$ cat src/rtl/shift_unit_pkg.sv
// Shared mode codes and FSM state encoding for the multi-cycle shifter.
// Codes 101-111 are reserved and behave as HOLD.
package shift_unit_pkg;

  typedef enum logic [2:0] {
    MODE_LSL = 3'b000,
    MODE_LSR = 3'b001,
    MODE_ASR = 3'b010,
    MODE_ROL = 3'b011,
    MODE_ROR = 3'b100
  } mode_e;

  typedef enum logic [1:0] {
    ST_IDLE  = 2'b00,
    ST_SHIFT = 2'b01,
    ST_DONE  = 2'b10
  } state_e;

endpackage

$ cat src/rtl/shift_step.sv
// One-position shift/rotate of d; out_bit is the bit that leaves the word.
// Purely combinational; unknown modes pass d through with out_bit = 0.
module shift_step
  import shift_unit_pkg::*;
#(
  parameter int WIDTH = 16
) (
  input  logic [2:0]       mode,
  input  logic             fill,
  input  logic [WIDTH-1:0] d,
  output logic [WIDTH-1:0] q,
  output logic             out_bit
);

  always_comb begin
    q       = d;
    out_bit = 1'b0;
    case (mode)
      MODE_LSL: begin
        q       = {d[WIDTH-2:0], fill};
        out_bit = d[WIDTH-1];
      end
      MODE_LSR: begin
        q       = {fill, d[WIDTH-1:1]};
        out_bit = d[0];
      end
      MODE_ASR: begin
        q       = {d[WIDTH-1], d[WIDTH-1:1]};
        out_bit = d[0];
      end
      MODE_ROL: begin
        q       = {d[WIDTH-2:0], d[WIDTH-1]};
        out_bit = d[WIDTH-1];
      end
      MODE_ROR: begin
        q       = {d[0], d[WIDTH-1:1]};
        out_bit = d[0];
      end
      default: begin
        q       = d;
        out_bit = 1'b0;
      end
    endcase
  end

endmodule

$ cat src/rtl/shift_unit.sv
// Multi-cycle shifter: one bit position per cycle, N shifts take N cycles after acceptance.
// start is ignored while busy; done pulses for one cycle after the last shift (or directly for N=0).
module shift_unit
  import shift_unit_pkg::*;
#(
  parameter  int WIDTH = 16,
  localparam int AW    = $clog2(WIDTH)
) (
  input  logic             clk,
  input  logic             rst,
  input  logic             start,
  input  logic [2:0]       mode,
  input  logic [AW-1:0]    amount,
  input  logic [WIDTH-1:0] data_in,
  input  logic             fill_in,
  output logic [WIDTH-1:0] data_out,
  output logic             carry_out,
  output logic             busy,
  output logic             done
);

  state_e           r_state;
  state_e           w_next_state;
  logic [WIDTH-1:0] r_data;
  logic             r_carry;
  logic [AW-1:0]    r_count;
  logic [2:0]       r_mode;
  logic             r_fill;
  logic             w_accept;
  logic [WIDTH-1:0] w_step_q;
  logic             w_step_out;

  assign w_accept  = start && (r_state != ST_SHIFT);
  assign data_out  = r_data;
  assign carry_out = r_carry;

  shift_step #(.WIDTH(WIDTH)) u_step (
    .mode    (r_mode),
    .fill    (r_fill),
    .d       (r_data),
    .q       (w_step_q),
    .out_bit (w_step_out)
  );

  always_ff @(posedge clk) begin
    if (rst) begin
      r_state <= ST_IDLE;
    end else begin
      r_state <= w_next_state;
    end
  end

  always_comb begin
    w_next_state = r_state;
    busy         = 1'b0;
    done         = 1'b0;
    case (r_state)
      ST_IDLE: begin
        if (start) w_next_state = (amount != '0) ? ST_SHIFT : ST_DONE;
      end
      ST_SHIFT: begin
        busy = 1'b1;
        // count still holds the pre-decrement value on the edge doing the last shift
        if (r_count == AW'(1)) w_next_state = ST_DONE;
      end
      ST_DONE: begin
        done = 1'b1;
        if (start) w_next_state = (amount != '0) ? ST_SHIFT : ST_DONE;
        else       w_next_state = ST_IDLE;
      end
      default: w_next_state = ST_IDLE;
    endcase
  end

  always_ff @(posedge clk) begin
    if (rst) begin
      r_data  <= '0;
      r_carry <= 1'b0;
      r_count <= '0;
      r_mode  <= '0;
      r_fill  <= 1'b0;
    end else if (w_accept) begin
      r_data  <= data_in;
      r_carry <= 1'b0;
      r_count <= amount;
      r_mode  <= mode;
      r_fill  <= fill_in;
    end else if (r_state == ST_SHIFT) begin
      r_data  <= w_step_q;
      r_carry <= w_step_out;
      r_count <= r_count - AW'(1);
    end
  end

endmodule

$ cat config.mk
export PLATFORM = sky130hd
export DESIGN_NAME = shift_unit
export DESIGN_NICKNAME = d
export VERILOG_FILES = /design/src/rtl/shift_unit_pkg.sv /design/src/rtl/shift_step.sv /design/src/rtl/shift_unit.sv
export SDC_FILE = /design/constraint.sdc
export NUM_CORES = 1
export LEC_CHECK = 0
export CAP_MARGIN = 40
export CORE_MARGIN = 2
export CORE_UTILIZATION = 47
export DETAILED_ROUTE_END_ITERATION = 8
export PLACE_DENSITY_LB_ADDON = 0.25
export SLEW_MARGIN = 10
export SYNTH_ARGS = -nofsm -noshare
export SYNTH_HDL_FRONTEND = slang
export SYNTH_SLANG_ARGS = --single-unit
$ cat constraint.sdc
create_clock -name clk -period 2.2 [get_ports clk]
set_input_delay 0.22 -clock clk [delete_from_list [all_inputs] [get_ports clk]]
set_output_delay 0.22 -clock clk [all_outputs]
set_load 0.01 [all_outputs]
# Yosys cells after proc, flatten, opt, wreduce, memory -nomap -nowiden

Cells that the tools add are included.
Widths: inputs -> output; s select.

Multiplexer cells: 13
Reductions and logical operators: 13
$add $sub $neg: 1
Equality and inequality tests: 11

Operators with widths:

| kind                | number |
|---|---|
| $pmux 16 s5         | 1 |
| $mux 16             | 2 |
| $mux 2              | 4 |
| $mux 4              | 2 |
| $eq 3x2->1 const B  | 2 |
| $ne 2x2->1 const B  | 3 |
| $pmux 2 s3          | 1 |
| $reduce_bool 6->1   | 1 |
| $reduce_bool 5->1   | 1 |
| $eq 4x1->1 const B  | 1 |
| $reduce_and 2->1    | 2 |
| $reduce_bool 4->1   | 1 |
| $reduce_or 2->1     | 2 |
| $sub 4x1->4 const B | 1 |
| $eq 3x1->1 const B  | 1 |
| $eq 3x3->1 const B  | 1 |
| $logic_not 3->1     | 1 |
| $reduce_and 3->1    | 1 |
| $reduce_or 3->1     | 1 |
| $eq 2x1->1 const B  | 1 |
| $eq 2x2->1 const B  | 1 |
| $logic_not 2->1     | 1 |
| $mux 1              | 2 |
| $ne 2x1->1 const B  | 1 |
| 3 further kinds     | 3 |

Register bits: 27
Word-level logic and storage cells: 45
Output and inout port bits: 19

# Logic depth before layout (Yosys ltp)

Gate-level depths: netlist (run 1).

Depth in word-level cells: 4
Gate-level depth with buffers: 8
Depth with buffers taken out: 5

# Hierarchy

Synthesis (run 1) repeated with hierarchy kept, for this count alone.

Cell total of the unflattened synthesis: 220
Area, all modules: 1901.8 um2

Modules (own cells, without submodules):

| module     | times used | sequential area each (um2) | cells each | area an instance (um2) |
|---|---|---|---|---|
| shift_unit | 1          | 540.5                      | 136        | 1260.0 |
| shift_step | 1          | 0.0                        | 84         | 641.9 |

# Worst setup path before layout (run 1)

Ideal clock, no wire load.

Path type: register to register
Start point: reg r_mode[2]
End point: reg r_data[11], in the netlist data_out[11]
Setup time: 0.124 ns
Stages on the path, launching flop included: 7
Arrival: 1.451 ns
Setup slack: 0.626 ns
Period minus slack after synthesis: 1.574 ns
Cell sequence: dfxtp_1 buf_4 or3b_4 o21ai_2 buf_8 mux2i_1 o211ai_2

Longest elaborated chain between the ends: 4
Elaborated cells on any way between the ends: 10

RTL lines:

| item                                     | line             | text |
|---|---|---|
| from (decl)                              | shift_unit.sv:27 | `logic [2:0] r_mode;` |
| from (signal assigned)                   | shift_unit.sv:86 | `r_mode <= mode;` |
| $eq 3x3->1, or another cell as far along | shift_step.sv:18 | `case (mode)` |
| $pmux 16 s5                              | shift_step.sv:18 |  |
| $mux 16                                  | shift_unit.sv:88 | `end else if (r_state == ST_SHIFT) begin` |
| $mux 16                                  | shift_unit.sv:82 | `end else if (w_accept) begin` |
| to (signal assigned)                     | shift_unit.sv:83 | `r_data <= data_in;` |
| to (signal assigned)                     | shift_unit.sv:89 | `r_data <= w_step_q;` |
| to (decl)                                | shift_unit.sv:24 | `logic [WIDTH-1:0] r_data;` |

Several ways; a longest one is shown, not always the timed one. The select of a mux whose other input is x is not followed.
A chain may end at the register's enable or synchronous reset.

# Worst setup path after layout (run 1)

Start point: reg r_state[0]
End point: reg r_data[9], in the netlist data_out[9]

Longest elaborated chain between the ends: 4
Elaborated cells on any way between the ends: 7

RTL lines:

| item                                                                    | line             | text |
|---|---|---|
| from (decl)                                                             | shift_unit.sv:22 | `state_e r_state;` |
| from (signal assigned)                                                  | shift_unit.sv:49 | `r_state <= w_next_state;` |
| $ne 2x1->1                                                              | shift_unit.sv:33 | `assign w_accept = start && (r_state != ST_SHIFT);` |
| $logic_and 1x1->1                                                       | shift_unit.sv:33 |  |
| $reduce_bool 6->1 (no line) / $reduce_bool 2->1 (equally long branches) | -                |  |
| $reduce_and 2->1 (no line)                                              | -                |  |

Several ways; a longest one is shown, not always the timed one.

==> results by group, run 1 <==
Run status
  – Status: finished clean

Clock tree
  – Setup repair bufs after CTS: 0
  – Max clock buf depth: 2
  – Root Buffer: clkbuf_4
  – CTS buffer count: 3
  – Post_cts resized: 0
  – H-tree levels: 1
  – CTS tree: done
  – CTS Hold Buffers Added: 0
  – Clk_lat worst skew: 0.34 ns
  – CTS Sinks: 27
  – Clk slew on worst S/H paths: 0.15 ns

Routing
  – DRC Markers: 0
  – First drt pass iteration count: 4
  – Wire per inst: 14.6 um
  – Routed Antenna Nets: 0
  – Via Count: 1458
  – WL final: 3.83 mm
  – Drt initial violations: 89
  – Drt via density: 5.54

Worst setup path
  – Worst setup EP type: flip-flop
  – CP startpoint kind: flip-flop
  – Critical path origin: r_state[0]
  – Worst Path Required: 2.42 ns
  – Max incr delay on CP: 0.60 ns
  – Crit path buffers/inverters: 1
  – Stages on the worst setup path: 5
  – FF-to-FF path depth: 5
  – R2R Path End: data_out[9]
  – Crit Path Class: flip-flop to flip-flop
  – Reg2Reg Setup Slack: 0.32 ns
  – Worst r2r src: r_state[0]
  – Worst Setup EP: data_out[9]
  – Crit-path cells: nand2b_1 -> inv_2 -> mux2i_2 -> or3_1 -> o211ai_1
  – Worst path slowest cell: or3_1
  – Critical path peak fanout: 14
  – Largest delay share family, worst path: simple AND/OR/NAND/NOR gates
  – Critical Path AT: 2.09 ns

Job
  – Max-capacitance violation count: 0

Power and ir drop
  – Max VDD drop: 0.322 mV
  – P per Cell Area: 590 nW/um2
  – Leak: 0.772 nW

Synthesis
  – Unique cell type count in the Yosys netlist: 39
  – Post-synth net total: 206
  – Area leader, netlist: dfxtp_1
  – Post-synth EDFFs: 0
  – Ranking of synthesized cells by area: dfxtp_1 34%, nand3b_1 13%, mux2i_1 9.9%
  – Syn avg cell area: 9.11 um2
  – Register area share after synthesis: 0.335
  – Number of synthesized register bits: 27
  – Share of the synthesized area in the top cell type: 0.335
  – Asr flop ratio synth: 0
  – YS warnings: 0
  – Post-synthesis cell area: 1610 um2
  – Mapped Cells: 177
  – Post-synth top flop: dfxtp_1

STA
  – Fin Clk Skew: 0.000857 ns
  – Final setup viols: 0
  – Fin crit share: 0.852
  – RSZ-0062 raised after global routing: no
  – Total Neg Setup Slack: 0 ns
  – Peak Freq: 533 MHz
  – Least-Margin Pin Slew: 0.718 ns
  – Minimum clock period: 1.88 ns
  – Slew headroom: 0.521
  – Fin. Hold Viols: 0
  – Final slew viol count: 0

Layout
  – Diodes inserted: 0
  – Ratio of cells with drive above 1 in the final layout: 0.115
  – Post-route cell area: 2100 um2
  – Final nets: 247
  – Layout area overhead: 30.5%
  – Non-Filler Instances: 263

Die
  – Rows: 21
  – Die width: 62.6 um
  – Core area: 3310 um2
  – Die area: 3920 um2
  – I/O pins: 46
  – Die Y: 62.6 um
  – Initial Util: 0.487

Place
  – Area post-placement: 2080 um2
  – GPL Wtd Cong: 0.849
  – Number of placed instances, taps included: 259
  – DP Wirelength: 2.69 mm
  – I/O Buffers: 45

Global routing
  – Largest net degree at the start of global routing: 42
  – Vias in the first global route: 1386
  – First-pass GRT wire length: 6.40 mm
  – Initial antenna violation count: 0
  – Grt ovf: 0
  – Gr usage total: 0.199

Worst hold path
  – Hold Crit Class: input port to flip-flop
-- metal layers --
metal	global-route usage	part of all wire	routed length (um)	vias to the layer above
met5	0	0	0	-
met4	0.0667	0.013	49	0
met3	0.0234	0.041	157	5
met1	0.259	0.46	1770	699
li1	-	-	-	728
met2	0.340	0.48	1860	26
-- registers in the layout, indices dropped and copies added, names as in the netlist --
signal	flops
r_state	2
r_count	4
data_out	16
r_fill	1
carry_out	1
r_mode	3
-- synthesized netlist by cell type (2+ instances only) --
master	count
nor2_1	9
buf_6	3
ha_1	2
o31a_1	2
buf_4	2
dfxtp_1	27
or3_1	2
inv_1	6
o21ai_0	3
o211ai_1	4
clkbuf_1	8
nor3_1	3
mux2i_1	16
a21oi_1	13
buf_2	2
a211oi_1	3
nand2_1	14
nand3b_1	28
o211ai_2	10
-- worst min-delay path by stage --
stage | start | end | cells after the start | slack [ns]
global placement | r_fill | r_fill | 2 | 0.47
global route | mode[0] | r_mode[0] | 3 | 0.43
finish | fill_in | r_fill | 3 | 0.40
CTS | mode[1] | r_mode[1] | 3 | 0.41
floorplan | mode[0] | r_mode[0] | 2 | 0.36
detailed placement | r_fill | r_fill | 2 | 0.47
-- logic make-up after synthesis --
logic type,Yosys count,synth area share
buffers and inverters,23,0.0807
adders and majority gates,2,0.0155
xor gates and xnor gates,2,0.0109
muxes,17,0.108
and+or+nand+nor,62,0.230
DFF,27,0.335
AOI/OAI and AO/OA,44,0.220
-- stage by stage --
| stage | hold WS [ns] | worst slack [ns] | power, mW | util |
|---|---|---|---|---|
| 6_report | 0.403 | 0.325 | 1.24 | 0.636 |
| 4_1_cts | 0.412 | 0.336 | 1.24 | 0.636 |
| 3_5_place_dp | 0.470 | 0.230 | 1.02 | 0.627 |
| 3_3_place_gp | 0.470 | 0.274 | 1.00 | 0.623 |
| 2_1_floorplan | 0.356 | 0.626 | 0.856 | - |
| 5_1_grt | 0.426 | 0.178 | 1.30 | 0.636 |
-- layout make-up --
cell class / count / area [um2]
flip-flops and latches: 27 / 541
repair buffers: 52 / 510
multi-input cells: 127 / 942
well taps: 46 / 57.6
fillers: 298 / 1210
clock inverters: 1 / 5.00
inverters: 7 / 26.3
clock buffers: 3 / 22.5
-- worst reg2reg max path, cell delays in order (launching register included) --
cell	delay, ns
dfxtp_1	0.41
nand2b_1	0.10
inv_2	0.19
mux2i_2	0.26
or3_1	0.60
o211ai_1	0.19
-- cell usage in the layout, fill, tap and decap left out, types with 2 or more instances in the layout --
cell type / n
or3_1: 2
nand3b_1: 28
clkdlybuf4s50_1: 45
ha_1: 2
o211ai_1: 4
o31a_1: 2
a211oi_1: 3
o211ai_2: 10
nand2_1: 14
o21ai_0: 3
nor2_1: 9
mux2i_1: 16
dfxtp_1: 27
clkbuf_4: 3
buf_4: 6
nor3_1: 3
a21oi_1: 13
inv_1: 6
-- where the power goes --
group | leakage [nW] | total (mW) | internal, mW | switching, mW
sequential | 0.223 | 0.598 | 0.539 | 0.0587
clock | 0.0177 | 0.225 | 0.0686 | 0.156
combinational | 0.531 | 0.418 | 0.228 | 0.190
total | 0.772 | 1.24 | 0.835 | 0.405
Power figures use the tool's default switching activity.
==> run 2, diff against run 1 <==
- CELL_PAD_IN_SITES_DETAIL_PLACEMENT: not set -> 0
- CELL_PAD_IN_SITES_GLOBAL_PLACEMENT: not set -> 1
- CORE_UTILIZATION: 47 -> 35
- PLACE_DENSITY: not set -> 0.84
- PLACE_DENSITY_LB_ADDON: 0.25 -> not set
==> results by group, run 2 (synthesis results as in run 1) <==
Run status
  – Status: finished clean

Global routing
  – Gr usage total: 0.161
  – Grt ovf: 0
  – First-pass GRT wire length: 6.66 mm
  – Vias in the first global route: 1448
  – Initial antenna violation count: 0
  – Largest net degree at the start of global routing: 42

Layout
  – Commonest non-fill, non-tap cell in the layout: clkdlybuf4s50_1
  – Post-route cell area: 2130 um2
  – Most frequent cells in the layout: 45 x clkdlybuf4s50_1, 28 x nand3b_1, 27 x dfxtp_1, 16 x mux2i_1, 14 x nand2_1
  – Max reg flops: 16
  – Fill count: 445
  – Diodes inserted: 0
  – Ratio of cells with drive above 1 in the final layout: 0.111
  – Register Area: 541 um2
  – Final nets: 247
  – Combined area of the multi-input logic cells: 942 um2
  – Layout area overhead: 32.0%

Worst setup path
  – Worst setup EP type: flip-flop
  – Critical path peak fanout: 10
  – CP startpoint kind: flip-flop
  – Crit-path cells: or3b_4 -> o21ai_2 -> buf_8 -> mux2i_1 -> o211ai_2
  – Crit path buffers/inverters: 1
  – Worst path slowest cell: dfxtp_1
  – Max incr delay on CP: 0.53 ns
  – Crit Path Class: flip-flop to flip-flop
  – Worst Path Required: 2.34 ns
  – Critical Path AT: 2.03 ns
  – Largest delay share family, worst path: flip-flops

STA
  – Least-Margin Pin Slew: 0.709 ns
  – Slew headroom: 0.527
  – Fin crit share: 0.861
  – RSZ-0062 raised after global routing: no
  – Final setup viols: 0
  – Peak Freq: 528 MHz
  – Final slew viol count: 0
  – Fin. Hold Viols: 0
  – Minimum clock period: 1.89 ns
  – Total Neg Setup Slack: 0 ns
  – Fin Clk Skew: 0.00280 ns

Power and ir drop
  – Flop pwr share: 0.458
  – P per Cell Area: 610 nW/um2
  – Power Internal: 896 uW
  – Net Switching: 403 uW
  – Combinational Power Share: 0.323
  – Max VDD drop: 0.353 mV
  – Leak: 0.777 nW
  – Switching Fraction: 0.310
  – Clock power frac: 0.219

Die
  – Die Y: 71.9 um
  – Core area: 4380 um2
  – Die width: 71.9 um
  – Initial Util: 0.368
  – Die area: 5170 um2
  – Rows: 24
  – I/O pins: 46

Clock tree
  – CTS Hold Buffers Added: 0
  – Clk_lat worst skew: 0.27 ns
  – Root Buffer: clkbuf_8
  – H-tree levels: 1
  – Clk slew on worst S/H paths: 0.09 ns
  – Setup repair bufs after CTS: 0
  – CTS tree: done
  – CTS buffer count: 3
  – CTS Sinks: 27
  – Post_cts resized: 0
  – Max clock buf depth: 2

Job
  – Max-capacitance violation count: 0

Routing
  – First drt pass iteration count: 5
  – Drt initial violations: 100
  – Routed Antenna Nets: 0
  – Drt via density: 5.41
  – WL final: 3.96 mm
  – Wire per inst: 14.7 um
  – DRC Markers: 0
  – Via Count: 1454

Place
  – DP Wirelength: 2.71 mm
  – I/O Buffers: 45
  – Area post-placement: 2080 um2
  – GPL Wtd Cong: 0.784

Worst hold path
  – Hold Crit Class: flip-flop to flip-flop
## run 2: cell types whose count changed in the layout (fill, tap and decap cells not counted), sizes merged
cell,delta
clkbuf,+1
clkinv,-1
## run 2: worst reg2reg max path: stages (launching register included)
cell and delay [ns]:
dfxtp_1 0.53, or3b_4 0.45, o21ai_2 0.21, buf_8 0.22, mux2i_1 0.25, o211ai_2 0.10
## run 2: layout make-up
type                            count  area share
Sequential cell                    27       0.254
Tap cell                           52      0.0306
Clock buffer                        4      0.0212
Inverter                            7      0.0123
Multi-Input combinational cell    127       0.442
Timing Repair Buffer               52       0.240
## run 2: final timing paths
path / slack [ns] / endpoint / startpoint / cells past startpoint
hold / removal: 0.49 / r_fill / r_fill / 2
hold reg to reg: 0.49 / r_fill / r_fill / 2
setup reg to reg: 0.31 / data_out[5] / r_mode[2] / 5
setup / recovery: 0.31 / data_out[5] / r_mode[2] / 5
## run 2: stage by stage
stage          utilization  instances  hold slack [ns]  worst slack [ns]  total power [mW]
6_report             0.486        269            0.487             0.307              1.30
5_1_grt              0.486        269            0.504             0.156              1.38
4_1_cts              0.486        269            0.481             0.286              1.31
3_5_place_dp         0.475        265            0.472             0.238              1.03
3_3_place_gp         0.472        264            0.470             0.298              1.02
2_1_floorplan            -        177            0.356             0.626             0.856
## run 2: power groups by stage
stage / sequential [mW] / combinational [mW] / clock [mW]
after floorplan: 0.602 / 0.254 / 0
after global placement: 0.607 / 0.408 / 0
after detailed placement: 0.606 / 0.421 / 0
after CTS: 0.595 / 0.423 / 0.295
after global routing: 0.604 / 0.460 / 0.313
final: 0.594 / 0.420 / 0.284
## run 2: routing by layer
layer | GRT usage | part of all wire | up-vias
met3 | 0.0436 | 0.064 | 2
met5 | 0 | 0 | -
li1 | - | - | 725
met1 | 0.214 | 0.46 | 691
met2 | 0.266 | 0.47 | 36
met4 | 0.0252 | 0.0043 | 0
